`config.mk`:
```
export PLATFORM = sky130hd
export DESIGN_NAME = gcd_stream_flat
export DESIGN_NICKNAME = d
export VERILOG_FILES = /design/src/rtl/gcd_stream_if.sv /design/src/rtl/gcd_stream.sv /design/src/flat_wrapper.sv
export SDC_FILE = /design/constraint.sdc
export NUM_CORES = 1
export LEC_CHECK = 0
export CAP_MARGIN = 20
export CORE_ASPECT_RATIO = 0.7
export CORE_MARGIN = 1
export CORE_UTILIZATION = 40
export CTS_CLUSTER_DIAMETER = 40
export DETAILED_ROUTE_END_ITERATION = 12
export GPL_TIMING_DRIVEN = 0
export SYNTH_ARGS = -nofsm -noshare
export SYNTH_HDL_FRONTEND = slang
export SYNTH_SLANG_ARGS = --single-unit
```
`constraint.sdc`:
```
create_clock -name clock -period 3.65 [get_ports clock]
set_input_delay 0.73 -clock clock [delete_from_list [all_inputs] [get_ports clock]]
set_output_delay 0.73 -clock clock [all_outputs]
set_load 0.02 [all_outputs]
```
`src/rtl/gcd_stream_if.sv`:
```
// gcd_stream_if: operand/result handshake bundle for gcd_stream.
//   slave  modport : view of the GCD block (consumes operands, produces result)
//   master modport : view of the producer/consumer driving the block
// Signals:
//   io_in_valid/io_in_ready   operand pair handshake
//   io_in_bits_a/io_in_bits_b operands (WIDTH bits)
//   io_out_valid/io_out_ready result handshake
//   io_out_bits               GCD result (WIDTH bits)
//   io_out_cycles             CALC cycle count (only with GCD_CYCLE_COUNT_EN)
interface gcd_stream_if #(
  parameter int unsigned WIDTH     = 16
`ifdef GCD_CYCLE_COUNT_EN
  , parameter int unsigned CNT_WIDTH = 16
`endif
);
  logic             io_in_ready;
  logic             io_in_valid;
  logic [WIDTH-1:0] io_in_bits_a;
  logic [WIDTH-1:0] io_in_bits_b;
  logic             io_out_ready;
  logic             io_out_valid;
  logic [WIDTH-1:0] io_out_bits;
`ifdef GCD_CYCLE_COUNT_EN
  logic [CNT_WIDTH-1:0] io_out_cycles;
`endif

  modport slave (
    output io_in_ready,
    input  io_in_valid,
    input  io_in_bits_a,
    input  io_in_bits_b,
    input  io_out_ready,
    output io_out_valid,
    output io_out_bits
`ifdef GCD_CYCLE_COUNT_EN
    , output io_out_cycles
`endif
  );

  modport master (
    input  io_in_ready,
    output io_in_valid,
    output io_in_bits_a,
    output io_in_bits_b,
    output io_out_ready,
    input  io_out_valid,
    input  io_out_bits
`ifdef GCD_CYCLE_COUNT_EN
    , input  io_out_cycles
`endif
  );
endinterface

```
`src/rtl/gcd_stream.sv`:
```
// gcd_stream: streaming GCD stage using Euclid subtraction with swap.
// One operand pair in flight at a time; result held until consumed.
// Ports:
//   clock  rising-edge clock
//   reset  asynchronous, active-high reset
//   io     gcd_stream_if.slave (operand handshake in, result handshake out)
// Optional feature macro: GCD_CYCLE_COUNT_EN adds a saturating CALC cycle
// counter presented on io.io_out_cycles.
module gcd_stream #(
  parameter int unsigned WIDTH     = 16,
  parameter int unsigned CNT_WIDTH = 16
) (
  input  logic         clock,
  input  logic         reset,
  gcd_stream_if.slave  io
);

  if (WIDTH < 2 || CNT_WIDTH < 1) begin : g_bad_param
    $error("gcd_stream: WIDTH must be >= 2 and CNT_WIDTH >= 1");
  end

  typedef enum logic [1:0] {
    IDLE,
    CALC,
    DONE
  } state_t;

  state_t           state_q, state_d;
  logic [WIDTH-1:0] a_q, a_d;
  logic [WIDTH-1:0] b_q, b_d;
  logic [WIDTH-1:0] res_q, res_d;

`ifdef GCD_CYCLE_COUNT_EN
  logic [CNT_WIDTH-1:0] cnt_q, cnt_d;
`endif

  always_ff @(posedge clock or posedge reset) begin
    if (reset) begin
      state_q <= IDLE;
      a_q     <= '0;
      b_q     <= '0;
      res_q   <= '0;
`ifdef GCD_CYCLE_COUNT_EN
      cnt_q   <= '0;
`endif
    end else begin
      state_q <= state_d;
      a_q     <= a_d;
      b_q     <= b_d;
      res_q   <= res_d;
`ifdef GCD_CYCLE_COUNT_EN
      cnt_q   <= cnt_d;
`endif
    end
  end

  always_comb begin
    state_d = state_q;
    a_d     = a_q;
    b_d     = b_q;
    res_d   = res_q;
`ifdef GCD_CYCLE_COUNT_EN
    cnt_d   = cnt_q;
`endif
    case (state_q)
      IDLE: begin
        if (io.io_in_valid) begin
          a_d     = io.io_in_bits_a;
          b_d     = io.io_in_bits_b;
          state_d = CALC;
`ifdef GCD_CYCLE_COUNT_EN
          cnt_d   = '0;
`endif
        end
      end
      CALC: begin
`ifdef GCD_CYCLE_COUNT_EN
        // Saturate rather than wrap so long runs read as "at least max".
        if (cnt_q != '1) cnt_d = cnt_q + CNT_WIDTH'(1);
`endif
        // Zero checks come first so gcd(x,0), gcd(0,x), gcd(0,0) finish
        // in one cycle and the subtract loop never spins on a zero operand.
        if (b_q == '0) begin
          res_d   = a_q;
          state_d = DONE;
        end else if (a_q == '0) begin
          res_d   = b_q;
          state_d = DONE;
        end else if (a_q > b_q) begin
          a_d = b_q;
          b_d = a_q;
        end else begin
          b_d = b_q - a_q;
        end
      end
      DONE: begin
        if (io.io_out_ready) state_d = IDLE;
      end
      default: state_d = IDLE;
    endcase
  end

  assign io.io_in_ready  = (state_q == IDLE);
  assign io.io_out_valid = (state_q == DONE);
  assign io.io_out_bits  = res_q;
`ifdef GCD_CYCLE_COUNT_EN
  assign io.io_out_cycles = cnt_q;
`endif

endmodule

```
`src/flat_wrapper.sv`:
```
// flat-port wrapper written by rule: the top's interface ports become plain ports
module gcd_stream_flat 
#(
  parameter int unsigned WIDTH     = 16,
  parameter int unsigned CNT_WIDTH = 16
)
  (clock, reset, io_io_in_ready, io_io_in_valid, io_io_in_bits_a, io_io_in_bits_b, io_io_out_ready, io_io_out_valid, io_io_out_bits);
  gcd_stream_if #(.WIDTH(WIDTH)) io_i ();
  input  logic clock;
  input  logic reset;
  output wire logic [$bits(io_i.io_in_ready)-1:0] io_io_in_ready;
  input wire logic [$bits(io_i.io_in_valid)-1:0] io_io_in_valid;
  input wire logic [$bits(io_i.io_in_bits_a)-1:0] io_io_in_bits_a;
  input wire logic [$bits(io_i.io_in_bits_b)-1:0] io_io_in_bits_b;
  input wire logic [$bits(io_i.io_out_ready)-1:0] io_io_out_ready;
  output wire logic [$bits(io_i.io_out_valid)-1:0] io_io_out_valid;
  output wire logic [$bits(io_i.io_out_bits)-1:0] io_io_out_bits;
  assign io_io_in_ready = io_i.io_in_ready;
  assign io_i.io_in_valid = io_io_in_valid;
  assign io_i.io_in_bits_a = io_io_in_bits_a;
  assign io_i.io_in_bits_b = io_io_in_bits_b;
  assign io_i.io_out_ready = io_io_out_ready;
  assign io_io_out_valid = io_i.io_out_valid;
  assign io_io_out_bits = io_i.io_out_bits;
  gcd_stream #(.WIDTH(WIDTH), .CNT_WIDTH(CNT_WIDTH)) u_core (.clock(clock), .reset(reset), .io(io_i));
endmodule
```
Word level (Yosys, flattened, before mapping) --
Cells that the tools add are included.
Cells by class: $add $sub $neg 1, order comparisons 1, equality and inequality tests 8, multiplexer cells 17, reductions and logical operators 9
Operators by type and width (count):
- $mux W16 | 10
- $pmux W16 S2 | 2
- $logic_not A16 Y1 | 2
- $gt A16 B16 Y1 | 1
- $sub A16 B16 Y16 | 1
- $mux W2 | 4
- $ne A2 B2 Y1 const B | 3
- $pmux W2 S3 | 1
- $reduce_and A5 Y1 | 1
- $ne A2 B1 Y1 const B | 2
- $reduce_and A4 Y1 | 1
- $reduce_bool A2 Y1 | 2
- $ne A3 B1 Y1 const B | 1
- $reduce_and A3 Y1 | 1
- $eq A2 B1 Y1 const B | 1
- $eq A2 B2 Y1 const B | 1
- $logic_not A2 Y1 | 1
- $reduce_and A2 Y1 | 1
Storage, ports and cells: register bits 50, output and inout port bits 18, logic and storage cells 40

Longest topological paths before layout --
Gate-level depths: netlist of the first run.
depth in word-level cells 5, gate-level depth with buffers 11

Worst setup path after synthesis of the first run --
No wires, ideal clock.
kind register to register, start reg u_core.b_q[0], end reg u_core.b_q[11], library setup time 0.120 ns, data arrival time 2.428 ns, slack 1.102 ns, stages on the path, launching flop included 12, buffers on the path 1, clock period less this slack 2.548 ns, path through dfrtp_1 inv_1 ha_1 fa_1 nand2b_1 a21oi_2 o211ai_2 o31a_1 buf_6 or3_1 mux2i_1 nor2_1
Between the ends: longest elaborated chain between the ends 5, elaborated cells on any way between the ends 9, classes of those cells add/sub: 1; order compare: 1; eq/ne: 1; mux: 4; reduce/logical: 2
Ends and longest elaborated chain:
- start: declaration | line gcd_stream.sv:30 | logic [WIDTH-1:0] b_q, b_d;
- start signal: assignment | line gcd_stream.sv:41 | b_q <= '0;
- start signal: assignment | line gcd_stream.sv:49 | b_q <= b_d;
- $sub A16 B16 Y16 / $gt A16 B16 Y1 (equally long branches) | line gcd_stream.sv:93, gcd_stream.sv:89
- $mux W16 | line gcd_stream.sv:89 | end else if (a_q > b_q) begin
- $mux W16 | line gcd_stream.sv:86 | end else if (a_q == '0) begin
- $mux W16 | line gcd_stream.sv:83 | if (b_q == '0) begin
- $pmux W16 S2 | line gcd_stream.sv:65 | case (state_q)
Several ways; a longest one is shown, not always the timed one. The select of a mux whose other input is x is not followed. A chain may end at the register's enable or synchronous reset.

Worst setup path after layout of the first run --
Same ends and word-level chain as after synthesis.

==> out/qor.csv, run 1 <==
stage,metric,value,unit
synth,synthCells,398,
setup_path,critical_path.startpoint,u_core.b_q[0]$_DFFE_PP0P_,
drt,drt-initial-drc-count,273,
synth,syn-mean-instance-area,8.17,µm²
place,cell_area_after_placement,0.00393,mm²
die,die_w,110,µm
setup_path,critPathCaptureType,flop,
setup_path,worst_setup_path_endpoint,u_core.b_q[11]$_DFFE_PP0P_,
synth,yosys_warnings,0,
synth,most_area_consuming_cells_after_synthesis,"sky130_fd_sc_hd__dfrtp_1 38%, sky130_fd_sc_hd__a21oi_1 7.8%, sky130_fd_sc_hd__nor2_1 6.2%",
drt,via_per_inst,5.78,
global_routing,number_of_global_route_vias_before_repair,3059,
drt,via_count,3242,
setup_path,worstPathArrival,3.02,ns
drt,wl_cell,18.1,µm
timing,worst-slew-pin-transition,0.590,ns
global_routing,number_of_antenna_violations_at_the_first_check_in_global_routing,0,
drt,wl,10100,µm
drt,detailedRoute.firstPassIterationCount,5,
timing,totalNegativeSetupSlack,0,ns
timing,setup_viol,0,
synth,synthesis.nets,451,
synth,synth_area,0.00325,mm²
synth,postSynthRegisterBits,50,
layout,final_cell_area,0.00410,mm²
setup_path,cp_data_required_time,3.83,ns
timing,grt_setup_unrepaired,false,
setup_path,kind_of_start_point_of_the_critical_path,flop,
timing,fmaxAchievable,0.352,GHz
timing,layout_min_cycle_time,2.84,ns
clock_tree,post_cts_resize_count,0,
synth,synthFlopType,sky130_fd_sc_hd__dfrtp_1,
timing,post-route-worst-setup-slack,0.812,ns
clock_tree,number_of_sinks_on_the_clock_net,50,
setup_path,worst_r2r_path_cells,11,
global_routing,grt_max_degree,36,
place,routabilityCongestion,0.931,
global_routing,grt_remaining_overflow,0,
setup_path,reg2reg_from,u_core.b_q[0]$_DFFE_PP0P_,
pwr,share_of_power_burned_in_the_clock_network,0.125,
worst_hold_path,worst_hold_path_type,reg2reg,
clock_tree,cts_inserted_buffers,5,
layout,final_nets,512,
pwr,power.sequential.fraction,0.252,
place,hpwl,7810,µm
die,core-area,0.00787,mm²
clock_tree,tritoncts,yes,
pwr,power_report.internal_total,2.26,mW
run_status,outcome,finished clean,
pwr,cellLeakagePower,1.81,nW
place,io_buffers,53,
synth,synth_sequential_area_ratio,0.385,
pwr,netSwitchingFraction,0.478,
timing,slew-limit-headroom,0.607,
layout,antenna-diode-count,0,
clock_tree,worst_setup_hold_path_clk_slew,0.07,ns
clock_tree,cts_hold_repair.buffers,0,
synth,number_of_enable_flip_flop_cells_after_synthesis,0,
timing,layout_worst_path_cycle_share,0.777,
pwr,power.density_cell_area,1050,mW/mm²
synth,synth.cells.most_frequent,"54 x sky130_fd_sc_hd__nor2_1, 51 x sky130_fd_sc_hd__a21oi_1, 51 x sky130_fd_sc_hd__nand2_1",
clock_tree,cts.root.buffer_cell,sky130_fd_sc_hd__clkbuf_16,
layout,areaGrowthSynthToFinish,26.0,%
flow_run,max-cap-violations,0,
setup_path,path_max_fanout,10,
drt,number_of_nets_with_antenna_violations_after_detailed_routing,0,
setup_path,worstReg2RegEnd,u_core.b_q[11]$_DFFE_PP0P_,
die,start_util,0.413,
timing,maxSlewViolCount,0,
clock_tree,h_tree_levels,2,
die,floorplan.rows,27,
clock_tree,cts_post_setup_buffers_inserted,0,
timing,skew,0.00870,ns
setup_path,ff2ff_setup_slack,0.81,ns
layout,drive_gt1_frac,0.0630,
pwr,total_power,4.32,mW
setup_path,setup.worst_path.class,reg2reg,
synth,ys_async_sr_fraction,1.00,
place,dpl_worst_slack,0.828,ns
die,design.die.area,0.00850,mm²
die,die_height,77.5,µm
synth,synth_largest_area_cell,sky130_fd_sc_hd__dfrtp_1,
clock_tree,clock_insertion_delay_worst_skew,0.29,ns
drt,drc_errors,0,
synth,yosysMostFrequentCell,sky130_fd_sc_hd__nor2_1,
synth,netlist.area_leader.share,0.385,
global_routing,global_route_wire_length_before_repair,16300,µm
synth,synth.distinct_cells,55,
clock_tree,clockBufferDepth,2,
pwr,ir_drop,0.000496,V
timing,count_of_final_hold_check_violations,0,
pwr,switching_power,2.07,mW
pwr,combinational_share_of_power,0.623,
die,ios,54,
global_routing,globalRouteTotalUtil,0.253,
## power groups by stage
| stage | sequential [mW] | clock, mW | combinational (mW) |
|---|---|---|---|
| 2_1_floorplan | 0.958 | 0 | 2.09 |
| 6_report | 1.09 | 0.540 | 2.69 |
| 5_1_grt | 1.11 | 0.570 | 3.02 |
| 4_1_cts | 1.08 | 0.547 | 2.66 |
| 3_5_place_dp | 1.09 | 0 | 2.65 |
| 3_3_place_gp | 1.08 | 0 | 2.60 |
## through the flow
step / hold WS, ns / cells / util
after floorplan: 0.526 / 398 / -
after global placement: 0.509 / 552 / 0.497
after detailed placement: 0.519 / 553 / 0.499
after CTS: 0.534 / 561 / 0.521
after global routing: 0.567 / 561 / 0.521
final: 0.526 / 561 / 0.521
## routing by layer
layer  vias up  track usage  wire length (µm)
met5         -            0                 0
met4         0       0.0573               141
met3        14       0.0538               697
met2       119        0.358              4240
met1      1557        0.390              5070
li1       1552            -                 -
## layout make-up
cell class | instances | area (µm²)
fillers | 800 | 3770
multi-input cells | 308 | 1820
flip-flops and latches | 50 | 1250
repair buffers | 54 | 551
well taps | 101 | 126
clock buffers | 5 | 125
plain buffers | 19 | 98.8
inverters | 21 | 78.8
clock inverters | 3 | 45.0
## worst min path at each step
stage                                               from                                    to  slack [ns]  cells after the start
global route        u_core.io.io_out_bits[0]$_DFFE_PP0P_  u_core.io.io_out_bits[0]$_DFFE_PP0P_        0.57                      2
detailed placement  u_core.io.io_out_bits[3]$_DFFE_PP0P_  u_core.io.io_out_bits[3]$_DFFE_PP0P_        0.52                      2
floorplan                      u_core.b_q[7]$_DFFE_PP0P_             u_core.b_q[7]$_DFFE_PP0P_        0.53                      1
CTS                 u_core.io.io_out_bits[3]$_DFFE_PP0P_  u_core.io.io_out_bits[3]$_DFFE_PP0P_        0.53                      2
global placement    u_core.io.io_out_bits[3]$_DFFE_PP0P_  u_core.io.io_out_bits[3]$_DFFE_PP0P_        0.51                      2
finish              u_core.io.io_out_bits[5]$_DFFE_PP0P_  u_core.io.io_out_bits[5]$_DFFE_PP0P_        0.53                      2
## placed cells by master, fill, tap and decap left out, drive strengths merged, types with 4 or more instances in the layout
cell type | Yosys | final
nor2 | 54 | 54
clkdlybuf4s50 | 0 | 53
a21oi | 53 | 53
nand2 | 51 | 51
dfrtp | 50 | 50
inv | 21 | 21
a31oi | 20 | 20
o21ai | 18 | 18
ha | 16 | 16
clkbuf | 10 | 15
buf | 9 | 10
nor4 | 8 | 8
and3 | 8 | 8
nand2b | 6 | 6
nand3 | 6 | 6
o211ai | 6 | 6
xnor2 | 4 | 4
xor2 | 4 | 4
## kinds of logic (layout without fill, tap and decap cells)
family | Yosys count | count (layout) | share of synthesized area
compound gates | 132 | 132 | 0.260
xor+xnor | 8 | 8 | 0.0215
fa+ha+maj | 17 | 17 | 0.0677
buf+inv | 40 | 102 | 0.0546
flops | 50 | 50 | 0.385
mux | 2 | 2 | 0.00615
simple gates | 149 | 149 | 0.205
## registers in the layout, indices dropped and copies added, names as in the netlist
signal and flops:
u_core.io.io_out_bits 16, u_core.b_q 16, u_core.state_q 2, u_core.a_q 16
## critical path: stages (launching register included)
cell and delay, ns:
sky130_fd_sc_hd__dfrtp_1 0.41, sky130_fd_sc_hd__inv_1 0.06, sky130_fd_sc_hd__ha_1 0.23, sky130_fd_sc_hd__fa_1 0.40
sky130_fd_sc_hd__nand2b_1 0.21, sky130_fd_sc_hd__a21oi_2 0.25, sky130_fd_sc_hd__o211ai_2 0.15, sky130_fd_sc_hd__o31a_1 0.34
sky130_fd_sc_hd__buf_6 0.16, sky130_fd_sc_hd__or3_1 0.30, sky130_fd_sc_hd__mux2i_1 0.16, sky130_fd_sc_hd__nor2_1 0.07
Power figures use the tool's default switching activity.
==> run 2, diff against run 1 <==
- PLACE_DENSITY: default -> 0.65
- clock period: 3.65 -> 2.4 ns (I/O delays scaled with it)
==> out/qor.csv, run 2 (synthesis gave the netlist of run 1 again) <==
stage,metric,value,unit
timing,skew,0.00998,ns
place,io_buffers,53,
die,floorplan.rows,27,
setup_path,kind_of_start_point_of_the_critical_path,flop,
drt,detailedRoute.firstPassIterationCount,5,
drt,via_count,3493,
timing,slew-limit-headroom,0.620,
place,routabilityCongestion,0.945,
layout,num-fill-cells,731,
global_routing,use_met2,0.397,
die,design.die.area,0.00850,mm²
clock_tree,cts_hold_repair.buffers,0,
clock_tree,number_of_sinks_on_the_clock_net,50,
layout,multi_input_comb_area,0.00211,mm²
setup_path,critPathCaptureType,flop,
layout,mostFrequentLayoutCells,"53 x sky130_fd_sc_hd__clkdlybuf4s50_1, 50 x sky130_fd_sc_hd__nand2_1, 50 x sky130_fd_sc_hd__a21oi_1",
global_routing,use_met1,0.391,
layout,layout.cells.non_filler,586,
global_routing,globalRouteTotalUtil,0.266,
global_routing,grt_max_degree,36,
place,hpwl,7890,µm
timing,grt_setup_unrepaired,true,
layout,final_cell_area,0.00464,mm²
timing,totalNegativeSetupSlack,-1.10,ns
setup_path,crit_path_top_delay_cell,sky130_fd_sc_hd__dfrtp_2,
timing,layout_worst_path_cycle_share,1.05,
timing,post-route-worst-setup-slack,-0.125,ns
timing,fmaxAchievable,0.396,GHz
timing,worst-slew-pin-transition,0.570,ns
place,cell_area_after_placement,0.00395,mm²
layout,drive_gt1_frac,0.235,
setup_path,worst_r2r_path_cells,9,
clock_tree,tritoncts,yes,
flow_run,max-cap-violations,0,
layout,areaGrowthSynthToFinish,42.8,%
worst_hold_path,worst_hold_path_type,in2async,
layout,sequential_cell_area,0.00127,mm²
pwr,power.density_cell_area,1780,mW/mm²
timing,setup_viol,25,
drt,via_per_inst,5.96,
timing,maxSlewViolCount,0,
setup_path,ff2ff_setup_slack,-0.12,ns
drt,wl_cell,18.8,µm
pwr,cellLeakagePower,1.97,nW
die,core-area,0.00787,mm²
clock_tree,cts_inserted_buffers,5,
drt,drt-initial-drc-count,292,
setup_path,cp_data_required_time,2.63,ns
pwr,ir_drop,0.000907,V
run_status,outcome,"finished, violations left",
die,start_util,0.413,
setup_path,critical_path.top_delay_family,simple AND/OR/NAND/NOR gates,
setup_path,reg2reg_from,u_core.b_q[15]$_DFFE_PP0P_,
timing,layout_min_cycle_time,2.52,ns
clock_tree,cts.root.buffer_cell,sky130_fd_sc_hd__clkbuf_16,
setup_path,worstReg2RegEnd,u_core.b_q[9]$_DFFE_PP0P_,
global_routing,number_of_antenna_violations_at_the_first_check_in_global_routing,0,
drt,wl,11000,µm
clock_tree,clockBufferDepth,2,
setup_path,crit_path_cell_trace,nor4_1 > and4_1 > buf_4 > nor2_1 > nand2_1 > buf_2 > o21ai_0 > o221ai_2 > o21a_1,
drt,number_of_nets_with_antenna_violations_after_detailed_routing,0,
global_routing,grt_remaining_overflow,0,
die,die_height,77.5,µm
setup_path,worst_path_largest_cell_delay,0.48,ns
timing,hold_ws,0.475,ns
clock_tree,h_tree_levels,2,
run_status,violations,setup timing,
place,place.detailed.instances,553,
timing,count_of_final_hold_check_violations,0,
layout,antenna-diode-count,0,
setup_path,path_max_fanout,10,
clock_tree,clock_insertion_delay_worst_skew,0.30,ns
setup_path,worstPathArrival,2.76,ns
layout,final_nets,537,
global_routing,number_of_global_route_vias_before_repair,3263,
die,ios,54,
global_routing,highest_utilization_routing_layer_at_the_global_route_stage,met2,
setup_path,critical_path_buf_inv_count,2,
global_routing,global_route.usage.met3,0.0454,
drt,drc_errors,0,
clock_tree,worst_setup_hold_path_clk_slew,0.07,ns
layout,layout_commonest_cell,sky130_fd_sc_hd__clkdlybuf4s50_1,
setup_path,setup.worst_path.class,reg2reg,
global_routing,global_route_wire_length_before_repair,17000,µm
die,die_w,110,µm
run 2: cell type report:
type | count | area share
multi-input combinational | 308 | 0.455
sequential | 50 | 0.273
timing repair buffer | 79 | 0.165
tap | 101 | 0.0272
clock buffer | 5 | 0.0269
buffer | 19 | 0.0264
inverter | 21 | 0.0170
clock inverter | 3 | 0.00943
run 2: worst max path at each step:
stage,startpoint,endpoint,depth (start not counted)
floorplan,u_core.b_q[0]$_DFFE_PP0P_,u_core.b_q[11]$_DFFE_PP0P_,11
global placement,reset,u_core.b_q[4]$_DFFE_PP0P_,2
detailed placement,u_core.b_q[0]$_DFFE_PP0P_,u_core.b_q[9]$_DFFE_PP0P_,11
CTS,u_core.a_q[0]$_DFFE_PP0P_,u_core.b_q[11]$_DFFE_PP0P_,10
global route,u_core.b_q[15]$_DFFE_PP0P_,u_core.b_q[9]$_DFFE_PP0P_,9
finish,u_core.b_q[15]$_DFFE_PP0P_,u_core.b_q[9]$_DFFE_PP0P_,9
run 2: metal layers:
metal,wire (µm),vias up
li1,-,1603
met1,5070,1688
met2,4800,179
met3,949,23
met4,215,0
met5,0,-
run 2: timing repair:
| item | CTS | global route |
|---|---|---|
| gates cloned | 2 | 0 |
| setup endpoints to repair | 32 | 46 |
| gates resized for setup | 41 | 51 |
| setup buffers | 14 | 10 |
| pin swaps | 7 | 8 |
run 2: where the power goes:
part           switching [mW]  internal (mW)  total [mW]
registers               0.522           1.19        1.71
logic                    2.93           2.77        5.70
clock network           0.340          0.494       0.835
total                    3.80           4.46        8.25
run 2: per-stage QoR:
| step | setup slack, ns | power, mW | utilization |
|---|---|---|---|
| after floorplan | 0.0205 | 4.69 | - |
| after global placement | -0.324 | 5.63 | 0.499 |
| after detailed placement | -0.268 | 5.72 | 0.502 |
| after CTS | -0.111 | 7.38 | 0.557 |
| after global routing | -0.213 | 8.76 | 0.590 |
| final | -0.125 | 8.25 | 0.590 |
